$ cat config.mk
export PLATFORM = sky130hd
export DESIGN_NAME = life_game_ctrl
export DESIGN_NICKNAME = d
export VERILOG_FILES = /design/src/rtl/life_pkg.sv /design/src/rtl/life_edge_det.sv /design/src/rtl/life_game_ctrl.sv
export SDC_FILE = /design/constraint.sdc
export NUM_CORES = 1
export LEC_CHECK = 0
export BUFFER_PORTS_ARGS = -buffer_cell sky130_fd_sc_hd__buf_2
export CAP_MARGIN = 20
export CORE_MARGIN = 2
export CORE_UTILIZATION = 45
export CTS_CLUSTER_SIZE = 10
export DETAILED_ROUTE_END_ITERATION = 8
export GPL_TIMING_DRIVEN = 1
export PLACE_DENSITY = 0.67
export SLEW_MARGIN = 20
export SYNTH_ARGS = -nofsm -noshare
export SYNTH_HDL_FRONTEND = slang
export SYNTH_SLANG_ARGS = --single-unit
$ cat constraint.sdc
create_clock -name clka -period 3 [get_ports clka]
set_clock_uncertainty 0.1 [all_clocks]
set_input_delay 0.15 -clock clka [delete_from_list [all_inputs] [get_ports clka]]
set_output_delay 0.15 -clock clka [all_outputs]
set_load 0.03 [all_outputs]
$ cat src/rtl/life_pkg.sv
// Shared definitions for the game-of-life control block: state encoding,
// state width and the default generation rate.
package life_pkg;

    localparam int STATE_W          = 3;
    localparam int DEFAULT_TICK_DIV = 1000000;

    typedef enum logic [STATE_W-1:0] {
        IDLE    = 3'd0,
        PROGRAM = 3'd1,
        RUN     = 3'd2,
        PAUSE   = 3'd3,
        STEP    = 3'd4,
        DONE    = 3'd5
    } game_state_t;

endpackage

$ cat src/rtl/life_edge_det.sv
// Parametrised-width rising-edge detector. A bit of rise is high while the
// input is 1 and the previous registered sample was 0.
module life_edge_det
    import life_pkg::*;
#(
    parameter int W = 1
) (
    input  logic         clk,
    input  logic         rst,
    input  logic [W-1:0] din,
    output logic [W-1:0] rise
);

    logic [W-1:0] prev;

    // previous-sample register, cleared by reset
    always_ff @(posedge clk or posedge rst) begin
        if (rst) prev <= '0;
        else     prev <= din;
    end

    assign rise = din & ~prev;

endmodule

$ cat src/rtl/life_game_ctrl.sv
// Game-of-life control FSM: sequences programming, free-running generations,
// pause/single-step and completion; drives the generation strobe, the
// generation counter and the cell-programming cursor. All outputs registered.
module life_game_ctrl
    import life_pkg::*;
#(
    parameter int CELLS    = 64,
    parameter int ADDR_W   = 6,
    parameter int TICK_DIV = DEFAULT_TICK_DIV,
    parameter int DIV_W    = 20,
    parameter int GEN_W    = 16,
    parameter int MAX_GEN  = 0
) (
    input  logic               clka,
    input  logic               rst,
    input  logic               stop,
    input  logic               prgm,
    input  logic               pp,
    input  logic               step,
    input  logic               btn0,
    input  logic               btn1,
    input  logic               board_empty,
    output logic [STATE_W-1:0] game_state,
    output logic               gen_tick,
    output logic [GEN_W-1:0]   gen_count,
    output logic [ADDR_W-1:0]  prog_addr,
    output logic               prog_toggle
);

    game_state_t       state, state_n;
    logic [DIV_W-1:0]  div, div_n;
    logic [GEN_W-1:0]  gen_count_n;
    logic [ADDR_W-1:0] prog_addr_n;
    logic              gen_tick_n, prog_toggle_n;
    logic              adv_pend, adv_pend_n;

    logic [4:0]        ev;
    logic              ev_pp, ev_prgm, ev_step, ev_btn0, ev_btn1;

    logic [ADDR_W-1:0] addr_inc;
    logic [GEN_W-1:0]  count_inc;
    logic              div_end, run_limit, step_limit;

    life_edge_det #(.W(5)) u_edge (
        .clk  (clka),
        .rst  (rst),
        .din  ({pp, prgm, step, btn0, btn1}),
        .rise (ev)
    );

    assign {ev_pp, ev_prgm, ev_step, ev_btn0, ev_btn1} = ev;

    assign addr_inc   = (prog_addr == ADDR_W'(CELLS - 1)) ? '0 : prog_addr + 1'b1;
    assign count_inc  = gen_count + 1'b1;
    assign div_end    = (div == DIV_W'(TICK_DIV - 1));
    assign run_limit  = (MAX_GEN != 0) && (count_inc == GEN_W'(MAX_GEN));
    assign step_limit = (MAX_GEN != 0) && (gen_count == GEN_W'(MAX_GEN));

    assign game_state = state;

    // state and output registers
    always_ff @(posedge clka or posedge rst) begin
        if (rst) begin
            state       <= IDLE;
            div         <= '0;
            gen_count   <= '0;
            prog_addr   <= '0;
            gen_tick    <= 1'b0;
            prog_toggle <= 1'b0;
            adv_pend    <= 1'b0;
        end else begin
            state       <= state_n;
            div         <= div_n;
            gen_count   <= gen_count_n;
            prog_addr   <= prog_addr_n;
            gen_tick    <= gen_tick_n;
            prog_toggle <= prog_toggle_n;
            adv_pend    <= adv_pend_n;
        end
    end

    // next-state and next-output decode
    always_comb begin
        state_n       = state;
        div_n         = div;
        gen_count_n   = gen_count;
        // a cursor advance deferred from a simultaneous btn0/btn1 lands now,
        // so the toggle strobe is seen with the old address
        prog_addr_n   = adv_pend ? addr_inc : prog_addr;
        gen_tick_n    = 1'b0;
        prog_toggle_n = 1'b0;
        adv_pend_n    = 1'b0;

        if (stop) begin
            state_n     = IDLE;
            div_n       = '0;
            gen_count_n = '0;
            prog_addr_n = '0;
        end else begin
            case (state)
                IDLE: begin
                    if (ev_prgm) begin
                        state_n     = PROGRAM;
                        gen_count_n = '0;
                        prog_addr_n = '0;
                    end
                end
                PROGRAM: begin
                    if (ev_pp) begin
                        state_n = RUN;
                        div_n   = '0;
                    end else if (ev_btn1) begin
                        prog_toggle_n = 1'b1;
                        adv_pend_n    = ev_btn0;
                    end else if (ev_btn0) begin
                        prog_addr_n = addr_inc;
                    end
                end
                RUN: begin
                    if (ev_pp) begin
                        state_n = PAUSE;
                    end else if (div_end) begin
                        div_n = '0;
                        if (board_empty) begin
                            state_n = DONE;
                        end else begin
                            gen_tick_n  = 1'b1;
                            gen_count_n = count_inc;
                            if (run_limit) state_n = DONE;
                        end
                    end else begin
                        div_n = div + 1'b1;
                    end
                end
                PAUSE: begin
                    if (ev_pp) begin
                        state_n = RUN;
                        div_n   = '0;
                    end else if (ev_step) begin
                        state_n     = STEP;
                        gen_tick_n  = 1'b1;
                        gen_count_n = count_inc;
                    end else if (ev_prgm) begin
                        state_n     = PROGRAM;
                        gen_count_n = '0;
                    end
                end
                STEP: begin
                    state_n = step_limit ? DONE : PAUSE;
                end
                DONE: begin
                    if (ev_prgm) begin
                        state_n     = PROGRAM;
                        gen_count_n = '0;
                    end
                end
                default: begin
                    state_n = IDLE;
                end
            endcase
        end
    end

endmodule

After elaboration in Yosys (flattened, before gate mapping) --
Index checks and enable logic that the tools add are counted.
Storage, ports and cells: input port bits 9, word-level logic and storage cells 81, output and inout bits 27, flip-flop bits (word level) 53
Cells by class: equal/unequal tests 15, add/sub/neg operators 3, bitwise operators 2, reduce and logical (&&, ||, !) cells 8, multiplexer cells 45
Operator list (count):
- $mux W16 | 7
- $mux W20 | 4
- $pmux W16 S3 | 1
- $mux W6 | 7
- $pmux W20 S2 | 1
- $mux W3 | 8
- $add A20 B1 Y20 const B | 1
- $eq A20 B20 Y1 const B | 1
- $add A16 B1 Y16 const B | 1
- $ne A3 B3 Y1 const B | 5
- $pmux W3 S5 | 1
- $mux W1 | 14
- $pmux W6 S2 | 1
- $ne A4 B4 Y1 const B | 2
- $add A6 B1 Y6 const B | 1
- $eq A3 B2 Y1 const B | 2
- $eq A3 B3 Y1 const B | 2
- $eq A6 B6 Y1 const B | 1
- $reduce_and A3 Y1 | 2
- $and A5 B5 Y5 | 1
- $not A5 Y5 | 1
- $reduce_and A5 Y1 | 1
- $reduce_bool A4 Y1 | 1
- $reduce_or A2 Y1 | 2
- 5 further kinds | 5

Logic depth before layout (Yosys ltp) --
Gate-level depths: netlist of the first run.
depth in word-level cells 8, gate-level depth with buffers 8, gate-level depth less buffers 8

Cells and area by module --
From an unflattened synthesis of the first run, not the netlist that was laid out.
Second synthesis, totals: cell total of the unflattened synthesis 337, area total of the unflattened synthesis 3118.0 um^2
By module, submodules not included:
- life_game_ctrl | cells an instance 326, sequential area each 1201.2 um^2, area an instance 2920.3 um^2, times used 1
- life_edge_det | cells an instance 11, sequential area each 125.1 um^2, area an instance 197.7 um^2, times used 1

Least setup slack after synthesis of the first run --
No wires, ideal clock.
path type register -> register, from reg div[0], to reg gen_count[10], data required time 2.778 ns, buffers on the path 0, clock period less this slack 2.099 ns, slack 0.901 ns, stages on the path, launching flop included 8, setup time 0.122 ns, arrival 1.877 ns, cells stage by stage dfrtp_1 ha_1 nand4_1 nor3_1 a21oi_2 a211oi_2 o21ai_0 a32o_1
Between the ends: word-level cells in the longest chain between the ends 3
RTL lines:
- from (decl) | line life_game_ctrl.sv:31 | logic [DIV_W-1:0] div, div_n;
- from (signal assigned) | line life_game_ctrl.sv:73 | div <= div_n;
- $eq A20 B20 Y1 | line life_game_ctrl.sv:55 | assign div_end = (div == DIV_W'(TICK_DIV - 1));
- $ne A3 B3 Y1 (no source line)
- $reduce_and A5 Y1 (no source line)
- to (signal assigned) | line life_game_ctrl.sv:74 | gen_count <= gen_count_n;
- to (decl) | line life_game_ctrl.sv:25 | output logic [GEN_W-1:0] gen_count,
Every way passes these cells. A chain may end at the register's enable or synchronous reset.

Final worst setup path of the first run --
from reg state[2], in the netlist game_state[2], to reg gen_count[6]
Between the ends: word-level cells in the longest chain between the ends 4, elaborated cells between the ends (all ways) 13, classes of those cells 7 x eq/ne; 2 x mux; 4 x reduce/logical
RTL lines:
- from (decl) | line life_game_ctrl.sv:30 | game_state_t state, state_n;
- from (signal assigned) | line life_game_ctrl.sv:72 | state <= state_n;
- $eq A3 B3 Y1 / $logic_not A3 Y1 (equally long branches) | line life_game_ctrl.sv:100 | case (state)
- $reduce_or A2 Y1 (no source line)
- $reduce_bool A4 Y1 (no source line) / $pmux W16 S3 (equally long branches)
- $reduce_and A5 Y1 (no source line) / $mux W16 (equally long branches)
Parallel ways exist; a longest one is shown, timed or not.

==> results.md, run 1 <==
- RSZ-0062 raised after global routing: no
- Quantity of I/O buffers inserted on ports: 35
- Area of the die: 7570 sq um
- Slew at the pin closest to its max-slew limit: 591 ps
- Largest incremental delay on the critical path: about 600 ps
- Cell count along the critical path: 6
- Antenna violations before repair: 0
- Ratio of cells with drive above 1 in the final layout: roughly 17%
- #FFs+latches synth: 53
- Synthesis Warnings: 0
- Total standard cell area after synthesis: 3100 sq um
- Wire length of the first global-routing pass: roughly 12,000 um
- Post-Place Cell Area: 3370 sq um
- Number of max-cap violations: 0
- Aggregate global-route resource usage: about 20%
- Starting density of the core: 46.1%
- Maximum clock path buffer count: 2
- Required time of the critical path: 3110 ps
- Half-perimeter wire length after placement: 5070 um
- Maximum fanout count along the critical path: 15
- Number of buffers created by CTS: 5
- Slowest stage cell on the critical path: sky130_fd_sc_hd__dfrtp_1
- Average wire length per cell after detail routing: 15.2 um
- Fraction of synthesized cell area taken by the top area cell type: 42.8%
- EDFF count, synth: 0
- Synth-to-layout area growth: 14.4%
- Number of max-slew violations in the final report: 0
- Syn avg cell area: 8.99 sq um
- Final Instance Count excl. Fillers: 468
- Fin Setup TNS: 0 ps
- Post-route core utilization: 52.8%
- Final worst slack: 473 ps
- Pin count of the biggest net entering global routing: 30
- Synthesized netlist net count: 357
- Part of the cycle the worst path needs: 84.2%
- Count of routing violations after the opening detailed-route iteration: 130
- Gate count after technology mapping: 345
- Std cell rows: 30
- Outcome: finished clean
- Detailed-route vias per instance: 5.85
- Number of clock sinks: 53
- Floorplan die width: 87.0 um
- Setup repair bufs after CTS: 0
- Count of filler cells inserted in the layout: 627
- Distinct cell type count of the synthesized netlist: 60
- Reg-to-reg critical path startpoint: game_state[2]
- Reg2Reg Capture Point: gen_count[6]
- Total area of multi-input combinational cells: ~1700 sq um
- Element type at the critical path start: flop
- Hold Fails Final Rpt: 0
- Most area-consuming cells after synthesis: sky130_fd_sc_hd__dfrtp_1 (43%), sky130_fd_sc_hd__o21ai_0 (4.4%), sky130_fd_sc_hd__nand2_1 (3.9%)
- Diodes inserted: 0
- Number of primary I/O pins: 36
- Class of the most critical setup path: reg -> reg
- Die H: between 80 and 90 um
- Worst-case hold slack: 85.0 ps
- Number of placed instances with taps included: 454
- Final count of negative-setup-slack endpoints: 0
- Flop-to-flop setup slack: ~470 ps
- Post-DRT Antenna Nets: 0
- Pre-antenna DRT Iters: 4
- Layout Nets: around 400
- Top flip-flop cell by instance count after synthesis: sky130_fd_sc_hd__dfrtp_1
- Worst setup startpoint: game_state[2]
- Cell breakdown of the critical path: nand2b_1 > nor2_1 > a211o_1 > a211oi_2 > o21ai_0 > a32o_1
- Count of cells resized by post-cts repair: 0
- Clock-pin transition on the worst setup and hold timing paths: 100 ps
- Proportion of synthesized chip area in sequential cells: 42.8%
- Relative slew margins: between 60% and 70%
- Worst slack, placed: 513 ps
- DR DRC count: 0
- Count of buffer and inverter cells on the critical path: 0
- Wire length reported by the detailed router: 7100 um
- Period minus WS final: ~2500 ps
- Maximum clock frequency: a little under 400 MHz
- PnR Total Power: 2.02 mW
- Most used standard cell by instance count after synthesis: sky130_fd_sc_hd__dfrtp_1
- Number of vias in the routed layout: 2,737
- Sequential cell area: 1330 sq um
- Yosys top cell by area: sky130_fd_sc_hd__dfrtp_1
- Core ar.: roughly 6700 sq um
- Gr ovfl total: 0
- Top Family by Delay on Critical Path: compound AO/OA/AOI/OAI gates
- Via count of the first global-routing pass: 2,643
- Proportion of register bits with asynchronous set or reset after synthesis: between 90% and 100%
- Top post-synthesis cells by count: sky130_fd_sc_hd__dfrtp_1 (53), sky130_fd_sc_hd__nand2_1 (32), sky130_fd_sc_hd__nor2_1 (32)
- Worst IR drop on VDD: ~0.30 mV
- Number of H-tree levels: 2
- Source-to-sink clock delay at the later pin of the worst-skew pair: 310 ps
- Areal power density over the cells: 569 nW/um^2
- Leak pwr: approximately 1.6 nW
- Last weighted congestion value of the routability-driven placer: 0.877
- Critical path destination: gen_count[6]
- CTS Root Buffer Type: sky130_fd_sc_hd__clkbuf_8
- Critical Path End Type: flop
- CTS tree: done
- CP arrival: 2640 ps
- Worst hold path class: in -> reg
- Worst Reg-to-Reg Cells: 6
- Design area: roughly 3500 sq um
## area by class of cell
type                       instances  area share, %
clock buffer                       6           2.33
clock inverter                     2           1.06
inverter                           8          0.847
multi-input combinational        273           47.8
sequential                        53           37.4
tap                               80           2.82
timing repair buffer              46           7.69
## layer usage
metal,up-vias,track usage [%],part of all wire [%]
li1,1360,-,-
met1,1313,27.5,46
met2,57,33.4,49
met3,7,2.65,3.5
met4,0,7.67,1.4
met5,-,0,0
## sequential cells by signal (all words and copies together), names as in the netlist
name and flops:
div 20, gen_count 16, prog_addr 6, u_edge.prev 5, game_state 3, adv_pend 1, gen_tick 1, prog_toggle 1
## placed cells by master (no fill, tap or decap), types with 2 or more instances in the layout
cell type,netlist,routed
sky130_fd_sc_hd__dfrtp_1,53,53
sky130_fd_sc_hd__buf_2,5,35
sky130_fd_sc_hd__nor2_1,32,32
sky130_fd_sc_hd__nand2_1,32,32
sky130_fd_sc_hd__o21ai_0,27,27
sky130_fd_sc_hd__a21oi_1,19,19
sky130_fd_sc_hd__nor3_1,16,16
sky130_fd_sc_hd__nand3_1,16,16
sky130_fd_sc_hd__nor2b_1,13,13
sky130_fd_sc_hd__nand2b_1,9,9
sky130_fd_sc_hd__and3_1,8,8
sky130_fd_sc_hd__nor4_1,8,8
sky130_fd_sc_hd__inv_1,8,7
sky130_fd_sc_hd__a32o_1,7,7
sky130_fd_sc_hd__nor3b_1,6,6
sky130_fd_sc_hd__xnor2_1,6,6
sky130_fd_sc_hd__clkbuf_8,0,6
sky130_fd_sc_hd__dlygate4sd3_1,0,6
sky130_fd_sc_hd__nand4_1,5,5
sky130_fd_sc_hd__xor2_1,5,5
sky130_fd_sc_hd__buf_4,0,5
sky130_fd_sc_hd__and4_1,4,4
sky130_fd_sc_hd__o22ai_1,4,4
sky130_fd_sc_hd__a211oi_2,3,3
sky130_fd_sc_hd__a22oi_1,3,3
sky130_fd_sc_hd__or4_1,3,3
sky130_fd_sc_hd__a21o_1,3,3
sky130_fd_sc_hd__ha_1,3,3
sky130_fd_sc_hd__and3b_1,2,2
sky130_fd_sc_hd__a211o_1,2,2
sky130_fd_sc_hd__nor4bb_1,2,2
sky130_fd_sc_hd__a22o_1,2,2
sky130_fd_sc_hd__a211oi_1,2,2
sky130_fd_sc_hd__or3_1,2,2
sky130_fd_sc_hd__mux2_2,2,2
## timing repair
action                     CTS  global route
hold endpoints to repair    34             0
hold buffers                 6             0
setup endpoints to repair    0             0
## tightest hold or removal path, cell delays in order
cell and delay (ps):
sky130_fd_sc_hd__buf_2 120, sky130_fd_sc_hd__a2111o_1 130, sky130_fd_sc_hd__o21ai_0 60
## worst min-delay path by stage
stage                      startpoint  depth (start not counted)  slack, ps        endpoint
after floorplan                  btn1                          0         80  u_edge.prev[0]
after global placement            rst                          2        170         div[17]
after detailed placement          rst                          2        160         div[19]
after CTS                 board_empty                          3         80   game_state[1]
after global routing      board_empty                          3        100   game_state[1]
final                     board_empty                          3         80   game_state[1]
## kinds of logic (layout without fill, tap and decap cells)
family          Yosys count  in the layout  synth area share [%]
simple gates            171            171                  30.5
compound gates           85             85                  18.8
flops                    53             53                  42.8
buf+inv                  19             62                  2.50
xor+xnor                 11             11                  3.11
fa+ha+maj                 3              3                  1.21
mux                       3              3                  1.05
## power breakdown
group / internal [mW] / total [mW] / switching, mW / leakage, nW
Sequential: 0.751 / 0.816 / 0.0654 / 0.726
Combinational: 0.231 / 0.692 / 0.462 / 0.805
Clock: 0.271 / 0.509 / 0.238 / 0.0574
Power figures use the tool's default switching activity.
==> run 2: changes to the inputs <==
--- a/config.mk
+++ b/config.mk
@@ -12,7 +12,7 @@
 export CTS_CLUSTER_SIZE = 10
 export DETAILED_ROUTE_END_ITERATION = 8
 export GPL_TIMING_DRIVEN = 1
-export PLACE_DENSITY = 0.67
+export PLACE_DENSITY = 0.7
 export SLEW_MARGIN = 20
 export SYNTH_ARGS = -nofsm -noshare
 export SYNTH_HDL_FRONTEND = slang
==> constraint.sdc (replaced) <==
create_clock -name clka -period 2.1 [get_ports clka]
set_clock_uncertainty 0.1 [all_clocks]
set_input_delay 0.105 -clock clka [delete_from_list [all_inputs] [get_ports clka]]
set_output_delay 0.105 -clock clka [all_outputs]
set_load 0.03 [all_outputs]
==> results.md, run 2 (synthesis results as in run 1) <==
- Number of buffers created by CTS: 5 (unchanged)
- Starting density of the core: 46.1% (unchanged)
- Post-Place Cell Area: 3720 sq um (was 3370 sq um)
- Largest reg by FF count: div (unchanged)
- Ratio of cells with drive above 1 in the final layout: 31.1% (was 17.0%)
- Total area of multi-input combinational cells: 1800 sq um (was 1700 sq um)
- Quantity of I/O buffers inserted on ports: 35 (unchanged)
- Last weighted congestion value of the routability-driven placer: 0.839 (was 0.877)
- Worst IR drop on VDD: 0.497 mV (was 0.298 mV)
- Std cell rows: 30 (unchanged)
- Post-DRT Antenna Nets: 0 (unchanged)
- Element type at the critical path start: flop (unchanged)
- Sequential cell area: 1330 sq um (about the same)
- Aggregate global-route resource usage: 21.9% (was 20.4%)
- Number of max-cap violations: 0 (unchanged)
- Wire length reported by the detailed router: 7940 um (was 7100 um)
- Biggest regs: div: 20 flops, gen_count: 16 flops, prog_addr: 6 flops (unchanged)
- Part of the cycle the worst path needs: 99.1% (was 84.2%)
- Switching Share: 38.2% (was 37.9%)
- Wire length of the first global-routing pass: 13,300 um (was 12,400 um)
- Maximum clock frequency: 480 MHz (was 396 MHz)
- Fin Setup TNS: 0 ps (unchanged)
- Period minus WS final: 2080 ps (was 2530 ps)
- Portion of total power attributed to combinational logic: 47.3% (was 34.3%)
- Required time of the critical path: 2260 ps (was 3110 ps)
- Switching power: 1.23 mW (was 0.765 mW)
- Worst hold path class: in -> reg (unchanged)
- Relative slew margins: 62.0% (was 60.2%)
- Internal power: 2.00 mW (was 1.25 mW)
- Area of the die: 7570 sq um (unchanged)
- Diodes inserted: 0 (unchanged)
- Critical Path End Type: flop (unchanged)
- Final count of negative-setup-slack endpoints: 0 (unchanged)
- Average wire length per cell after detail routing: 15.4 um (was 15.2 um)
- Antenna violations before repair: 0 (unchanged)
- Gr ovfl total: 0 (unchanged)
- Source-to-sink clock delay at the later pin of the worst-skew pair: 310 ps (about the same)
- Via count of the first global-routing pass: 2,900 (was 2,643)
- CP arrival: 2240 ps (was 2640 ps)
- Top library cells by usage in the layout, fill and taps aside: sky130_fd_sc_hd__buf_4 (52), sky130_fd_sc_hd__dfrtp_1 (49), sky130_fd_sc_hd__buf_2 (35) (was sky130_fd_sc_hd__dfrtp_1 (53), sky130_fd_sc_hd__buf_2 (35), sky130_fd_sc_hd__nor2_1 (32), sky130_fd_sc_hd__nand2_1 (32), sky130_fd_sc_hd__o21ai_0 (27))
- Die H: 87.0 um (unchanged)
- Layout Nets: 448 (was 399)
- Areal power density over the cells: 808 nW/um^2 (was 569 nW/um^2)
- Core ar.: 6720 sq um (unchanged)
- Number of max-slew violations in the final report: 0 (unchanged)
- Floorplan die width: 87.0 um (unchanged)
- Clock-pin transition on the worst setup and hold timing paths: 100 ps (about the same)
- Number of primary I/O pins: 36 (unchanged)
- Proportion of power drawn by flip-flops and latches: 35.0% (was 40.4%)
- Count of routing violations after the opening detailed-route iteration: 145 (was 130)
- Hold Fails Final Rpt: 0 (unchanged)
- Outcome: finished clean (unchanged)
- Most frequent standard cell in the layout excluding fill and tap cells: sky130_fd_sc_hd__buf_4 (was sky130_fd_sc_hd__dfrtp_1)
- Count of filler cells inserted in the layout: 588 (was 627)
- Pin count of the biggest net entering global routing: 30 (unchanged)
- Leak pwr: 1.85 nW (was 1.59 nW)
- CTS Root Buffer Type: sky130_fd_sc_hd__clkbuf_8 (unchanged)
- Half-perimeter wire length after placement: 5820 um (was 5070 um)
- Synth-to-layout area growth: 28.9% (was 14.4%)
- Pre-antenna DRT Iters: 4 (unchanged)
- Class of the most critical setup path: reg -> reg (unchanged)
- CTS tree: done (unchanged)
- Clock share of power: 17.7% (was 25.2%)
- Design area: 4000 sq um (was 3550 sq um)
- Number of H-tree levels: 2 (unchanged)
- Maximum fanout count along the critical path: 6 (was 15)
- Worst-case hold slack: 69.7 ps (was 85.0 ps)
- Maximum clock path buffer count: 2 (unchanged)
- RSZ-0062 raised after global routing: yes (was no)
- Detailed-route vias per instance: 5.72 (was 5.85)
- Flop-to-flop setup slack: 20 ps (was 470 ps)
- Slew at the pin closest to its max-slew limit: 569 ps (was 591 ps)
- Number of flip-flops under the largest register name: 20 (unchanged)
- Number of vias in the routed layout: 2,959 (was 2,737)
- Number of clock sinks: 53 (unchanged)
- DR DRC count: 0 (unchanged)
==> run 2: critical path: stages, from the launching register on <==
cell and delay (ps):
sky130_fd_sc_hd__dfrtp_1 370, sky130_fd_sc_hd__ha_2 180, sky130_fd_sc_hd__nand4_1 170, sky130_fd_sc_hd__buf_6 180
sky130_fd_sc_hd__or4_4 590, sky130_fd_sc_hd__o41ai_4 310, sky130_fd_sc_hd__a21o_1 120
==> run 2: layout make-up <==
class | instances | area share (%)
multi-input cells | 273 | 44.9
clock inverters | 2 | 0.250
inverters | 8 | 0.751
repair buffers | 95 | 16.4
flip-flops and latches | 53 | 33.3
clock buffers | 6 | 1.82
well taps | 80 | 2.50
==> run 2: what timing repair did <==
item	4_1_cts	5_1_grt
setup endpoints to repair	7	30
hold buffers	6	0
gates resized for setup	3	28
buffers inserted	0	4
endpoints found under the hold margin	30	0
pin swaps	0	5
cloned	0	0
==> run 2: path summary, 6_finish.rpt <==
kind | from | to | cells after the start
max | div[1] | div[14] | 6
min | board_empty | game_state[1] | 3
max reg2reg | div[1] | div[14] | 6
min reg2reg | div[5] | div[5] | 1
max in group asynchronous | rst | game_state[0] | 4
min in group asynchronous | rst | gen_count[4] | 3
==> run 2: per-layer routing <==
metal | up-vias | part of all wire [%] | global-route usage [%]
met5 | - | 0 | 0
met4 | 0 | 1.4 | 7.24
met3 | 11 | 3.4 | 4.08
met2 | 70 | 50 | 36.2
met1 | 1428 | 46 | 28.8
li1 | 1450 | - | -
==> run 2: power groups by stage <==
stage	combinational [mW]	sequential [mW]	clock, mW
2_1_floorplan	0.696	1.22	0
3_3_place_gp	1.38	1.15	0
3_5_place_dp	1.41	1.15	0
4_1_cts	1.43	1.13	0.586
5_1_grt	1.64	1.14	0.638
6_report	1.53	1.13	0.570
==> run 2: stage by stage <==
step	instances	total power, mW	utilization, %	setup WS (ps)
3_3_place_gp	499	2.52	55.3	6.63
6_report	517	3.23	59.5	18.6
4_1_cts	513	3.14	57.7	5.27
3_5_place_dp	499	2.56	55.3	-59.5
2_1_floorplan	345	1.92	-	1.48
5_1_grt	517	3.42	59.5	-56.4
==> run 3: changes to the inputs <==
--- a/config.mk
+++ b/config.mk
@@ -7,12 +7,14 @@
 export LEC_CHECK = 0
 export BUFFER_PORTS_ARGS = -buffer_cell sky130_fd_sc_hd__buf_2
 export CAP_MARGIN = 20
+export CELL_PAD_IN_SITES_DETAIL_PLACEMENT = 1
+export CELL_PAD_IN_SITES_GLOBAL_PLACEMENT = 2
 export CORE_MARGIN = 2
-export CORE_UTILIZATION = 45
+export CORE_UTILIZATION = 36
 export CTS_CLUSTER_SIZE = 10
 export DETAILED_ROUTE_END_ITERATION = 8
 export GPL_TIMING_DRIVEN = 1
-export PLACE_DENSITY = 0.7
+export PLACE_DENSITY = 0.82
 export SLEW_MARGIN = 20
 export SYNTH_ARGS = -nofsm -noshare
 export SYNTH_HDL_FRONTEND = slang
==> constraint.sdc (replaced) <==
create_clock -name clka -period 2.3 [get_ports clka]
set_clock_uncertainty 0.1 [all_clocks]
set_input_delay 0.115 -clock clka [delete_from_list [all_inputs] [get_ports clka]]
set_output_delay 0.115 -clock clka [all_outputs]
set_load 0.03 [all_outputs]
==> results.md, run 3 (synthesis results as in run 1) <==
- Outcome: finished clean (unchanged)
- DR DRC count: 0 (unchanged)
- Area of the die: 9370 sq um (was 7570 sq um)
- Diodes inserted: 0 (unchanged)
- Relative slew margins: 51.7% (was 62.0%)
- Average wire length per cell after detail routing: 16.7 um (was 15.4 um)
- Sum of routed wire segments on met1: 4110 um (was 3620 um)
- Biggest regs: div: 20 flops, gen_count: 16 flops, prog_addr: 6 flops (unchanged)
- Class of the most critical setup path: reg -> reg (unchanged)
- Aggregate global-route resource usage: 18.7% (was 21.9%)
- Largest reg by FF count: div (unchanged)
- Number of clock sinks: 53 (unchanged)
- Last weighted congestion value of the routability-driven placer: 0.804 (was 0.839)
- Count of filler cells inserted in the layout: 973 (was 588)
- Via count of the first global-routing pass: 2,913 (was 2,900)
- Source-to-sink clock delay at the later pin of the worst-skew pair: 310 ps (about the same)
- Proportion of power drawn by flip-flops and latches: 35.5% (was 35.0%)
- Antenna violations before repair: 0 (unchanged)
- Number of max-cap violations: 0 (unchanged)
- Starting density of the core: 37.4% (was 46.1%)
- Part of the cycle the worst path needs: 95.9% (was 99.1%)
- Final count of negative-setup-slack endpoints: 0 (unchanged)
- CP arrival: 2320 ps (was 2240 ps)
- Maximum clock path buffer count: 2 (unchanged)
- Pre-antenna DRT Iters: 4 (unchanged)
- Switching Share: 37.2% (was 38.2%)
- Leak pwr: 1.72 nW (was 1.85 nW)
- Top library cells by usage in the layout, fill and taps aside: sky130_fd_sc_hd__dfrtp_1 (51), sky130_fd_sc_hd__buf_2 (35), sky130_fd_sc_hd__nor2_1 (32), sky130_fd_sc_hd__nand2_1 (32), sky130_fd_sc_hd__o21ai_0 (27) (was sky130_fd_sc_hd__buf_4 (52), sky130_fd_sc_hd__dfrtp_1 (49), sky130_fd_sc_hd__buf_2 (35))
- Synth-to-layout area growth: 23.4% (was 28.9%)
- Clock-pin transition on the worst setup and hold timing paths: 100 ps (about the same)
- Core ar.: 8300 sq um (was 6720 sq um)
- Flop-to-flop setup slack: 90 ps (was 20 ps)
- Required time of the critical path: 2410 ps (was 2260 ps)
- Number of flip-flops under the largest register name: 20 (unchanged)
- Number of H-tree levels: 2 (unchanged)
- Std cell rows: 33 (was 30)
- Die H: 96.8 um (was 87.0 um)
- Half-perimeter wire length after placement: 6220 um (was 5820 um)
- Maximum clock frequency: 453 MHz (was 480 MHz)
- Count of routing violations after the opening detailed-route iteration: 126 (was 145)
- Detail Route met2 WL: 4220 um (was 3930 um)
- Period minus WS final: 2210 ps (was 2080 ps)
- Post-DRT Antenna Nets: 0 (unchanged)
- Layout Nets: 421 (was 448)
- Portion of total power attributed to combinational logic: 38.7% (was 47.3%)
- Slew at the pin closest to its max-slew limit: 725 ps (was 569 ps)
- CTS Root Buffer Type: sky130_fd_sc_hd__clkbuf_8 (unchanged)
- Wire length of the first global-routing pass: 14,700 um (was 13,300 um)
- Element type at the critical path start: flop (unchanged)
- Wire length reported by the detailed router: 8580 um (was 7940 um)
- Areal power density over the cells: 768 nW/um^2 (was 808 nW/um^2)
- Quantity of I/O buffers inserted on ports: 35 (unchanged)
- Ratio of cells with drive above 1 in the final layout: 24.1% (was 31.1%)
- Number of primary I/O pins: 36 (unchanged)
- Maximum fanout count along the critical path: 7 (was 6)
- Internal power: 1.85 mW (was 2.00 mW)
- Detailed-route vias per instance: 5.61 (was 5.72)
- Clock share of power: 25.8% (was 17.7%)
- Hold Fails Final Rpt: 0 (unchanged)
- Detail Route met3 WL: 165 um (was 272 um)
- Worst IR drop on VDD: 0.391 mV (was 0.497 mV)
- Switching power: 1.09 mW (was 1.23 mW)
- Final worst slack: 94.7 ps (was 18.6 ps)
- Worst slack, placed: -45.5 ps (was -59.5 ps)
- Most frequent standard cell in the layout excluding fill and tap cells: sky130_fd_sc_hd__dfrtp_1 (was sky130_fd_sc_hd__buf_4)
- Worst hold path class: in -> reg (unchanged)
- Gr ovfl total: 0 (unchanged)
- RSZ-0062 raised after global routing: yes (unchanged)
- Pin count of the biggest net entering global routing: 54 (was 30)
- Number of buffers created by CTS: 5 (unchanged)
- Number of vias in the routed layout: 2,887 (was 2,959)
- Worst-case hold slack: 110 ps (was 69.7 ps)
- Highest layer used for signal routing: met4 (unchanged)
- Critical Path End Type: flop (unchanged)
- Floorplan die width: 96.8 um (was 87.0 um)
- CTS tree: done (unchanged)
- Number of max-slew violations in the final report: 0 (unchanged)
run 3: cell types whose count changed in the layout (fill, tap and decap cells not counted), sizes merged:
cell    change
bufinv      +2
buf        -27
clkbuf      -1
clkinv      -1
run 3: area by class of cell:
| cell class | instances | area (sq um) | share of cell area [%] |
|---|---|---|---|
| repair buffers | 68 | 442 | 11.5 |
| multi-input cells | 273 | 1760 | 46.0 |
| clock inverters | 3 | 65.1 | 1.70 |
| flip-flops and latches | 53 | 1330 | 34.7 |
| clock buffers | 5 | 68.8 | 1.80 |
| well taps | 105 | 131 | 3.43 |
| inverters | 8 | 30.0 | 0.785 |
run 3: power groups by stage:
| stage | logic (mW) | clock network (mW) | registers [mW] |
|---|---|---|---|
| 2_1_floorplan | 0.635 | 0 | 1.11 |
| 3_3_place_gp | 1.08 | 0 | 1.05 |
| 3_5_place_dp | 1.10 | 0 | 1.06 |
| 4_1_cts | 1.12 | 0.784 | 1.04 |
| 5_1_grt | 1.26 | 0.807 | 1.06 |
| 6_report | 1.14 | 0.758 | 1.04 |
run 3: what timing repair did:
| item | CTS | global route |
|---|---|---|
| buffers inserted | 0 | 3 |
| pin swaps | 0 | 3 |
| hold endpoints to repair | 59 | 0 |
| gates resized for setup | 3 | 13 |
| endpoints found under the setup margin | 4 | 28 |
| hold buffers | 6 | 0 |
run 3: per-stage QoR:
step	instances	util, %	power, mW	area (sq um)	TNS (ps)
4_1_cts	512	45.2	2.95	3750	0
6_report	515	46.1	2.94	3830	0
3_3_place_gp	498	42.7	2.13	3540	0
3_5_place_dp	498	42.7	2.15	3540	-93.1
5_1_grt	515	46.1	3.12	3830	-221
2_1_floorplan	345	-	1.75	3100	0
run 3: worst paths after layout:
kind                             start  depth (start not counted)            end
max in group asynchronous          rst                          4         div[0]
min reg2reg                     div[0]                          1         div[0]
min in group asynchronous          rst                          4        div[14]
max reg2reg                     div[1]                          8  gen_count[10]
min                        board_empty                          3  game_state[1]
max                             div[1]                          8  gen_count[10]
run 3: per-layer routing:
metal  vias up  track usage (%)
li1       1405                -
met1      1444             25.7
met2        31             31.5
met3         7             2.31
met4         0             4.23
met5         -                0
run 3: worst max-delay path, stage by stage, from the launching register on:
cell	delay, ps
sky130_fd_sc_hd__dfrtp_1	430
sky130_fd_sc_hd__ha_4	170
sky130_fd_sc_hd__nand4_1	210
sky130_fd_sc_hd__nor3_2	340
sky130_fd_sc_hd__a21oi_4	140
sky130_fd_sc_hd__a211oi_2	150
sky130_fd_sc_hd__buf_4	170
sky130_fd_sc_hd__o21ai_0	100
sky130_fd_sc_hd__a32o_1	270
